<file path="config.mk">
export PLATFORM = sky130hd
export DESIGN_NAME = mem_access_unit
export DESIGN_NICKNAME = d
export VERILOG_FILES = /design/src/rtl/risc_mem_pkg.sv /design/src/rtl/mem_data_align.sv /design/src/rtl/mem_access_unit.sv
export SDC_FILE = /design/constraint.sdc
export NUM_CORES = 1
export LEC_CHECK = 0
export CORE_MARGIN = 2
export CORE_UTILIZATION = 36
export DETAILED_ROUTE_END_ITERATION = 6
export GPL_TIMING_DRIVEN = 0
export MAX_ROUTING_LAYER = met4
export PLACE_DENSITY = 0.73
export RECOVER_POWER = 100
export SLEW_MARGIN = 20
export SYNTH_ARGS = -nofsm -noshare
export SYNTH_HDL_FRONTEND = slang
export SYNTH_SLANG_ARGS = --single-unit
</file>
<file path="constraint.sdc">
create_clock -name clk -period 3.41 [get_ports clk]
set_input_delay 0.5115 -clock clk [delete_from_list [all_inputs] [get_ports clk]]
set_output_delay 0.5115 -clock clk [all_outputs]
set_load 0.01 [all_outputs]
</file>
<file path="src/rtl/risc_mem_pkg.sv">
// Shared definitions for the data-memory access path: FSM encoding, access modes, memory size.
package risc_mem_pkg;

    typedef enum logic [1:0] {
        IDLE  = 2'd0,
        ISSUE = 2'd1,
        RESP  = 2'd2
    } state_t;

    localparam logic MODE_WORD = 1'b0;
    localparam logic MODE_BYTE = 1'b1;

    localparam int MEM_BYTES_DEF = 2048;

endpackage

</file>
<file path="src/rtl/mem_data_align.sv">
// Combinational load-data byte select/extension and store-data formatting.
// Words are big-endian, so a byte load takes the high byte of the returned word.
module mem_data_align
    import risc_mem_pkg::*;
#(
    parameter int DATA_W = 16
) (
    input  logic              ld_mode,
    input  logic              ld_signed,
    input  logic [DATA_W-1:0] ld_raw,
    output logic [DATA_W-1:0] ld_data,
    input  logic              st_mode,
    input  logic [DATA_W-1:0] st_raw,
    output logic [DATA_W-1:0] st_data
);

    logic [7:0]        byte_hi;
    logic              ext_bit;
    logic [DATA_W-1:0] byte_ext;

    assign byte_hi = ld_raw[DATA_W-1 -: 8];
    assign ext_bit = ld_signed & byte_hi[7];
    assign byte_ext[7:0] = byte_hi;

    genvar gi;
    generate
        for (gi = 8; gi < DATA_W; gi++) begin : g_ext
            assign byte_ext[gi] = ext_bit;
        end
    endgenerate

    assign ld_data = (ld_mode == MODE_BYTE) ? byte_ext : ld_raw;
    assign st_data = (st_mode == MODE_BYTE) ? {{(DATA_W-8){1'b0}}, st_raw[7:0]} : st_raw;

endmodule

</file>
<file path="src/rtl/mem_access_unit.sv">
// Data-memory initiator: request latch, range check and IDLE/ISSUE/RESP handshake FSM.
// Optional macro ALIGN_CHECK_EN additionally rejects word accesses at odd addresses.
module mem_access_unit
    import risc_mem_pkg::*;
#(
    parameter int MEM_BYTES = MEM_BYTES_DEF,
    parameter int ADDR_W    = 16,
    parameter int DATA_W    = 16
) (
    input  logic              clk,
    input  logic              rst_n,
    input  logic              req_valid,
    output logic              req_ready,
    input  logic              req_write,
    input  logic              req_byte,
    input  logic              req_signed,
    input  logic [ADDR_W-1:0] req_addr,
    input  logic [DATA_W-1:0] req_wdata,
    output logic              resp_valid,
    input  logic              resp_ready,
    output logic [DATA_W-1:0] resp_rdata,
    output logic              resp_err,
    output logic              mem_rd,
    output logic              mem_wn,
    output logic [ADDR_W-1:0] mem_address,
    output logic              mem_mode,
    output logic [DATA_W-1:0] mem_write_data,
    input  logic [DATA_W-1:0] mem_read_data
);

    state_t            state_q, state_d;
    logic              write_q, write_d;
    logic              mode_q, mode_d;
    logic              signed_q, signed_d;
    logic              resp_valid_q, resp_valid_d;
    logic              resp_err_q, resp_err_d;
    logic [DATA_W-1:0] resp_rdata_q, resp_rdata_d;
    logic              mem_rd_q, mem_rd_d;
    logic              mem_wn_q, mem_wn_d;
    logic              mem_mode_q, mem_mode_d;
    logic [ADDR_W-1:0] mem_address_q, mem_address_d;
    logic [DATA_W-1:0] mem_write_data_q, mem_write_data_d;

    logic              req_mode;
    logic              accept;
    logic              legal;
    logic [31:0]       addr_ext;
    logic [DATA_W-1:0] load_data;
    logic [DATA_W-1:0] store_data;

    assign req_mode = req_byte ? MODE_BYTE : MODE_WORD;
    assign addr_ext = 32'(req_addr);

    // Upper bound depends on access width so a word never straddles the top of memory.
`ifdef ALIGN_CHECK_EN
    assign legal = req_byte ? (addr_ext <= 32'(MEM_BYTES - 1))
                            : ((addr_ext <= 32'(MEM_BYTES - 2)) && !req_addr[0]);
`else
    assign legal = req_byte ? (addr_ext <= 32'(MEM_BYTES - 1))
                            : (addr_ext <= 32'(MEM_BYTES - 2));
`endif

    assign req_ready = rst_n && ((state_q == IDLE) || ((state_q == RESP) && resp_ready));
    assign accept    = req_valid && req_ready;

    mem_data_align #(.DATA_W(DATA_W)) u_align (
        .ld_mode   (mode_q),
        .ld_signed (signed_q),
        .ld_raw    (mem_read_data),
        .ld_data   (load_data),
        .st_mode   (req_mode),
        .st_raw    (req_wdata),
        .st_data   (store_data)
    );

    always_comb begin
        state_d          = state_q;
        write_d          = write_q;
        mode_d           = mode_q;
        signed_d         = signed_q;
        resp_valid_d     = resp_valid_q;
        resp_err_d       = resp_err_q;
        resp_rdata_d     = resp_rdata_q;
        mem_rd_d         = 1'b0;
        mem_wn_d         = 1'b0;
        mem_mode_d       = 1'b0;
        mem_address_d    = '0;
        mem_write_data_d = '0;

        case (state_q)
            ISSUE: begin
                state_d      = RESP;
                resp_valid_d = 1'b1;
                resp_err_d   = 1'b0;
                resp_rdata_d = write_q ? '0 : load_data;
            end
            RESP: begin
                if (resp_ready) begin
                    state_d      = IDLE;
                    resp_valid_d = 1'b0;
                    resp_err_d   = 1'b0;
                    resp_rdata_d = '0;
                end
            end
            default: state_d = IDLE;
        endcase

        // A new request overrides the IDLE/RESP defaults above.
        if (accept) begin
            write_d  = req_write;
            mode_d   = req_mode;
            signed_d = req_signed;
            if (legal) begin
                state_d          = ISSUE;
                resp_valid_d     = 1'b0;
                resp_err_d       = 1'b0;
                resp_rdata_d     = '0;
                mem_rd_d         = !req_write;
                mem_wn_d         = req_write;
                mem_mode_d       = req_mode;
                mem_address_d    = req_addr;
                mem_write_data_d = req_write ? store_data : '0;
            end else begin
                state_d      = RESP;
                resp_valid_d = 1'b1;
                resp_err_d   = 1'b1;
                resp_rdata_d = '0;
            end
        end
    end

    always_ff @(posedge clk or negedge rst_n) begin
        if (!rst_n) begin
            state_q          <= IDLE;
            write_q          <= 1'b0;
            mode_q           <= MODE_WORD;
            signed_q         <= 1'b0;
            resp_valid_q     <= 1'b0;
            resp_err_q       <= 1'b0;
            resp_rdata_q     <= '0;
            mem_rd_q         <= 1'b0;
            mem_wn_q         <= 1'b0;
            mem_mode_q       <= 1'b0;
            mem_address_q    <= '0;
            mem_write_data_q <= '0;
        end else begin
            state_q          <= state_d;
            write_q          <= write_d;
            mode_q           <= mode_d;
            signed_q         <= signed_d;
            resp_valid_q     <= resp_valid_d;
            resp_err_q       <= resp_err_d;
            resp_rdata_q     <= resp_rdata_d;
            mem_rd_q         <= mem_rd_d;
            mem_wn_q         <= mem_wn_d;
            mem_mode_q       <= mem_mode_d;
            mem_address_q    <= mem_address_d;
            mem_write_data_q <= mem_write_data_d;
        end
    end

    assign resp_valid     = resp_valid_q;
    assign resp_err       = resp_err_q;
    assign resp_rdata     = resp_rdata_q;
    assign mem_rd         = mem_rd_q;
    assign mem_wn         = mem_wn_q;
    assign mem_mode       = mem_mode_q;
    assign mem_address    = mem_address_q;
    assign mem_write_data = mem_write_data_q;

endmodule

</file>
### Yosys cells after proc, flatten, opt, wreduce, memory -nomap -nowiden

Cells that the tools add are included.

| word-level totals | value |
|---|---|
| register bits after elaboration | 58 |
| bits of input ports | 55 |
| output and inout bits | 54 |
| logic and storage cells | 55 |

| cells by class | value |
|---|---|
| magnitude comparators | 2 |
| eq/ne operators | 3 |
| muxes and demuxes | 29 |
| bitwise gates (word level) | 1 |
| reduce and logical (&&, ||, !) cells | 8 |

Operators with widths:

| operator | count |
|---|---|
| $mux 16 | 10 |
| $le 16x11->1 const B | 2 |
| $pmux 16 s2 | 1 |
| $mux 1 | 12 |
| $mux 2 | 3 |
| $pmux 1 s2 | 2 |
| $pmux 2 s2 | 1 |
| $logic_and 1x1->1 | 3 |
| $ne 3x3->1 const B | 1 |
| $reduce_bool 3->1 | 1 |
| $eq 2x1->1 const B | 1 |
| $eq 2x2->1 const B | 1 |
| $logic_not 2->1 | 1 |
| $reduce_and 2->1 | 1 |
| $and 1x1->1 | 1 |
| $logic_not 1->1 | 1 |
| $logic_or 1x1->1 | 1 |

### Longest topological paths before layout

| logic depth | value |
|---|---|
| word-level depth | 7 |
| depth in mapped cells | 6 |
| gate-level depth less buffers | 4 |

### Hierarchy

A second synthesis with hierarchy kept.

| second synthesis, totals | value |
|---|---|
| cell total of the unflattened synthesis | 183 |
| area, all modules | 2,326.0 µm² |

Modules (own cells, without submodules):

| module | instances | cells an instance | area an instance (µm²) | seq. area each (µm²) |
|---|---|---|---|---|
| mem_access_unit | 1 | 140 | 2,018.2 | 1,451.4 |
| mem_data_align | 1 | 43 | 307.8 | 0.0 |

### Least setup slack after synthesis

No wires, ideal clock.

| timing | value |
|---|---|
| kind | in2reg |
| start point | input port req_valid |
| end point | register mem_write_data_q[10], in the netlist mem_write_data[10] |
| setup time | 0.066 ns |
| data arrival time | 1.480 ns |
| required time | 3.344 ns |
| setup slack | 1.864 ns |
| stages on the path | 4 |
| buffers on the path | 0 |
| cell sequence | nand2_1 > or3_4 > nor4_4 > and2_1 |

| between the ends | value |
|---|---|
| cells in the longest elaborated chain, start to end | 2 |

Ends and longest elaborated chain:

| what | RTL line | text |
|---|---|---|
| start, declared | mem_access_unit.sv:12 | `input logic req_valid,` |
| $logic_and 1x1->1 | mem_access_unit.sv:64 | `assign accept = req_valid && req_ready;` |
| $mux 16 | mem_access_unit.sv:109 | `if (accept) begin` |
| net mem_write_data_d[10] | mem_access_unit.sv:42 | `logic [DATA_W-1:0] mem_write_data_q, mem_write_data_d;` |
| end signal, assigned | mem_access_unit.sv:158 | `mem_write_data_q <= mem_write_data_d;` |
| end, declared | mem_access_unit.sv:42 |  |

The timed path passes the listed nets, and every way through them passes these cells.
A chain may end at the register's enable or synchronous reset.

### Final worst setup path

| timing | value |
|---|---|
| start point | input port rst_n |
| end point | register mem_write_data_q[10], in the netlist mem_write_data[10] |

| between the ends | value |
|---|---|
| cells in the longest elaborated chain, start to end | 3 |

Ends and longest elaborated chain:

| what | RTL line | text |
|---|---|---|
| start, declared | mem_access_unit.sv:11 | `input logic rst_n,` |
| $logic_and 1x1->1 | mem_access_unit.sv:63 | `assign req_ready = rst_n && ((state_q == IDLE) \|\| ((state_q == RESP) && resp_ready));` |
| $logic_and 1x1->1 | mem_access_unit.sv:64 |  |
| $mux 16 | mem_access_unit.sv:109 |  |
| net mem_write_data_d[10] | mem_access_unit.sv:42 |  |

The timed path passes the listed nets, and every way through them passes these cells.

==> results.json <==
{
  "via_count": 1780,
  "leakage_nw": 1.74,
  "grt_max_degree": 62,
  "post-route-util": 0.594,
  "wl_um": 5260,
  "power_switching_w": 0.000337,
  "pwr-share-seq": 0.497,
  "rsz0062_at_grt": "false",
  "cts_resized": 0,
  "p_comb_frac": 0.124,
  "crit_start": "rst_n",
  "crit_required_ns": 3.67,
  "start_util": 0.371,
  "cts_max_path_buffers": 2,
  "outcome": "finished clean",
  "track_usage": 0.171,
  "clk_pin_slew_worst_paths_ns": 0.06,
  "grt_pass1_vias": 1715,
  "layout.cells.non_filler": 386,
  "setup_viol": 0,
  "timing.critical_path.from_type": "primary input",
  "netlist_area_um2": 2180,
  "synth-seq-area-share": 0.665,
  "antenna_cells": 0,
  "cts_buffers": 9,
  "fin_crit_sh": 0.748,
  "wl_per_cell_um": 13.6,
  "hp-class": "primary input to async pin",
  "cts_setup_buffers": 0,
  "maxSlewHeadroom": 0.342,
  "syn_to_final_growth_pct": 60.1,
  "grt_pass1_wl_um": 8000,
  "netlist_instances": 184,
  "worstSetupEndpoint": "mem_write_data[10]",
  "viasPerCell": 4.61,
  "tightest_slew_ns": 0.978,
  "cts_tree": "yes",
  "drc": 0,
  "io_buffers": 108,
  "fin_tns_setup_ns": 0,
  "worstSkewPairLatency_ns": 0.33,
  "hpwl_um": 3900,
  "power_frac_clock": 0.379,
  "p_sw_frac": 0.235,
  "nets": 362,
  "cap_violations": 0,
  "hold_buffers": 0,
  "htree_levels": 3,
  "finalPower_w": 0.00144,
  "antenna_found_initial": 0,
  "finalCriticalPeriod_ns": 2.55,
  "grt_overflow": 0,
  "die-area_um2": 6700,
  "dr.pass1.iters": 4,
  "arrival_ns": 2.81,
  "yosysWarnings": 0,
  "synth_seq_cells": 58,
  "ant_nets": 0,
  "die_x_um": 81.9,
  "pin_count": 109,
  "cts-root-buf": "clkbuf_8",
  "syn_avg_cell_area_um2": 11.9,
  "drv_slew": 0,
  "cp_max_fo": 61,
  "setup_slack_ns": 0.860,
  "cellPowerDensity_nw_per_um2": 411,
  "cts_sinks": 58,
  "r2r_cells": 4,
  "core_um2": 5890,
  "worstSetupEndpointType": "register",
  "ys_types": 31,
  "crit-reg2reg-capture": "mem_write_data[10]",
  "criticalPathCategory": "primary input to register",
  "die_y_um": 81.9,
  "dp_cells": 371,
  "finClkSkew_ns": 0.00932,
  "fmax_ghz": 0.392,
  "drtIter0Drc": 66,
  "post-place-ws_ns": 0.919,
  "worst-r2r-setup-slack_ns": 1.30,
  "p_int_w": 0.00110,
  "drive_gt1_frac": 0.0579,
  "row_count": 28,
  "peakVddDrop_mv": 0.213,
  "globalplace.congestion": 0.725,
  "reg2reg_from": "state_q[1]",
  "hold_viol": 0
}
## layer usage
layer,global-route usage,up-vias,wire (um)
met4,0.0950,0,74
met3,0.0516,8,514
met1,0.201,833,2260
met2,0.263,91,2410
li1,-,848,-
met5,-,-,0
## flip-flops by register name, summed over array words and instances (netlist names)
name	cells
mem_address	16
mem_mode	1
mem_rd	1
mem_wn	1
mem_write_data	16
mode_q	1
resp_err	1
resp_rdata	16
resp_valid	1
signed_q	1
state_q	2
write_q	1
## cell usage after synthesis
cell	n	area share
dfrtp_1	58	0.66
nand2_1	29	0.050
and2_1	20	0.057
o21ai_0	18	0.041
nor2_1	10	0.017
and3_1	8	0.023
mux2i_1	8	0.037
buf_2	3	0.0069
clkbuf_1	3	0.0052
nand2b_1	3	0.0086
inv_1	2	0.0034
nand4_1	2	0.0057
nor3_1	2	0.0046
a21o_1	1	0.0034
a21oi_1	1	0.0023
buf_4	1	0.0034
buf_6	1	0.0052
conb_1	1	0.0017
nand4b_1	1	0.0040
nor2b_4	1	0.0063
nor3_2	1	0.0046
nor3_4	1	0.0075
nor3b_1	1	0.0034
nor4_1	1	0.0029
nor4_4	1	0.0097
o211ai_1	1	0.0034
o21ai_1	1	0.0023
o22a_1	1	0.0040
o31ai_1	1	0.0034
or2_1	1	0.0029
or3_4	1	0.0052
## worst min-delay path by stage
stage | end | slack, ns | from | depth (start not counted)
final | mem_address[12] | 0.24 | rst_n | 1
after global routing | mem_address[15] | 0.31 | rst_n | 1
after CTS | resp_rdata[5] | 0.26 | rst_n | 1
after detailed placement | resp_err | 0.46 | resp_err | 2
after global placement | write_q | 0.46 | write_q | 2
after floorplan | mem_address[0] | 0.22 | rst_n | 0
## kinds of logic (layout without fill, tap and decap cells)
logic type	count (synthesis)	count (layout)	synth area share
other	1	5	0.00172
AND/OR/NAND/NOR	83	83	0.213
AO/OA/AOI/OAI	24	24	0.0602
flip-flops	58	58	0.665
buffers and inverters	10	133	0.0241
multiplexers	8	8	0.0367
## worst max-delay path: stages
cell and delay [ns]:
buf_4 0.55, nand2_1 0.14, or3_1 0.47, nor4_1 0.87, and2_0 0.23
## layout make-up
class                      count  area, um^2
buffer                         8        31.3
clock buffer                  12         155
clock inverter                 3        15.0
fill                         509        2390
inverter                       2        7.51
multi-input combinational    120         663
sequential                    58        1450
tap                           75        93.8
timing repair buffer         108        1080
## power by group through the flow
stage               Clock (W)  Combinational [W]  Sequential (W)
finish               0.000545           0.000178        0.000714
global route         0.000595           0.000197        0.000715
CTS                  0.000564           0.000188        0.000715
detailed placement          0           0.000187        0.000728
global placement            0           0.000187        0.000727
floorplan                   0          0.0000640        0.000732
## metrics by stage
stage	area, um^2	hold slack, ns
CTS	3540	0.264
global route	3500	0.308
floorplan	2200	0.216
global placement	3370	0.457
finish	3500	0.237
detailed placement	3370	0.464
## placed cells by master, fill, tap and decap left out, types with 2 or more instances in the layout
cell	instances
inv_1	2
clkdlybuf4s50_1	53
clkbuf_1	8
nand2_1	29
dlygate4sd3_1	54
nand2b_1	3
mux2i_1	8
and3_1	8
nor2_1	10
and2_1	4
and2_0	16
clkinv_2	3
nand4_1	2
o21ai_0	18
dfrtp_1	58
nor3_1	3
conb_1	5
nor4_1	2
clkbuf_8	11
Note: power is estimated with default switching activity, not from simulation.
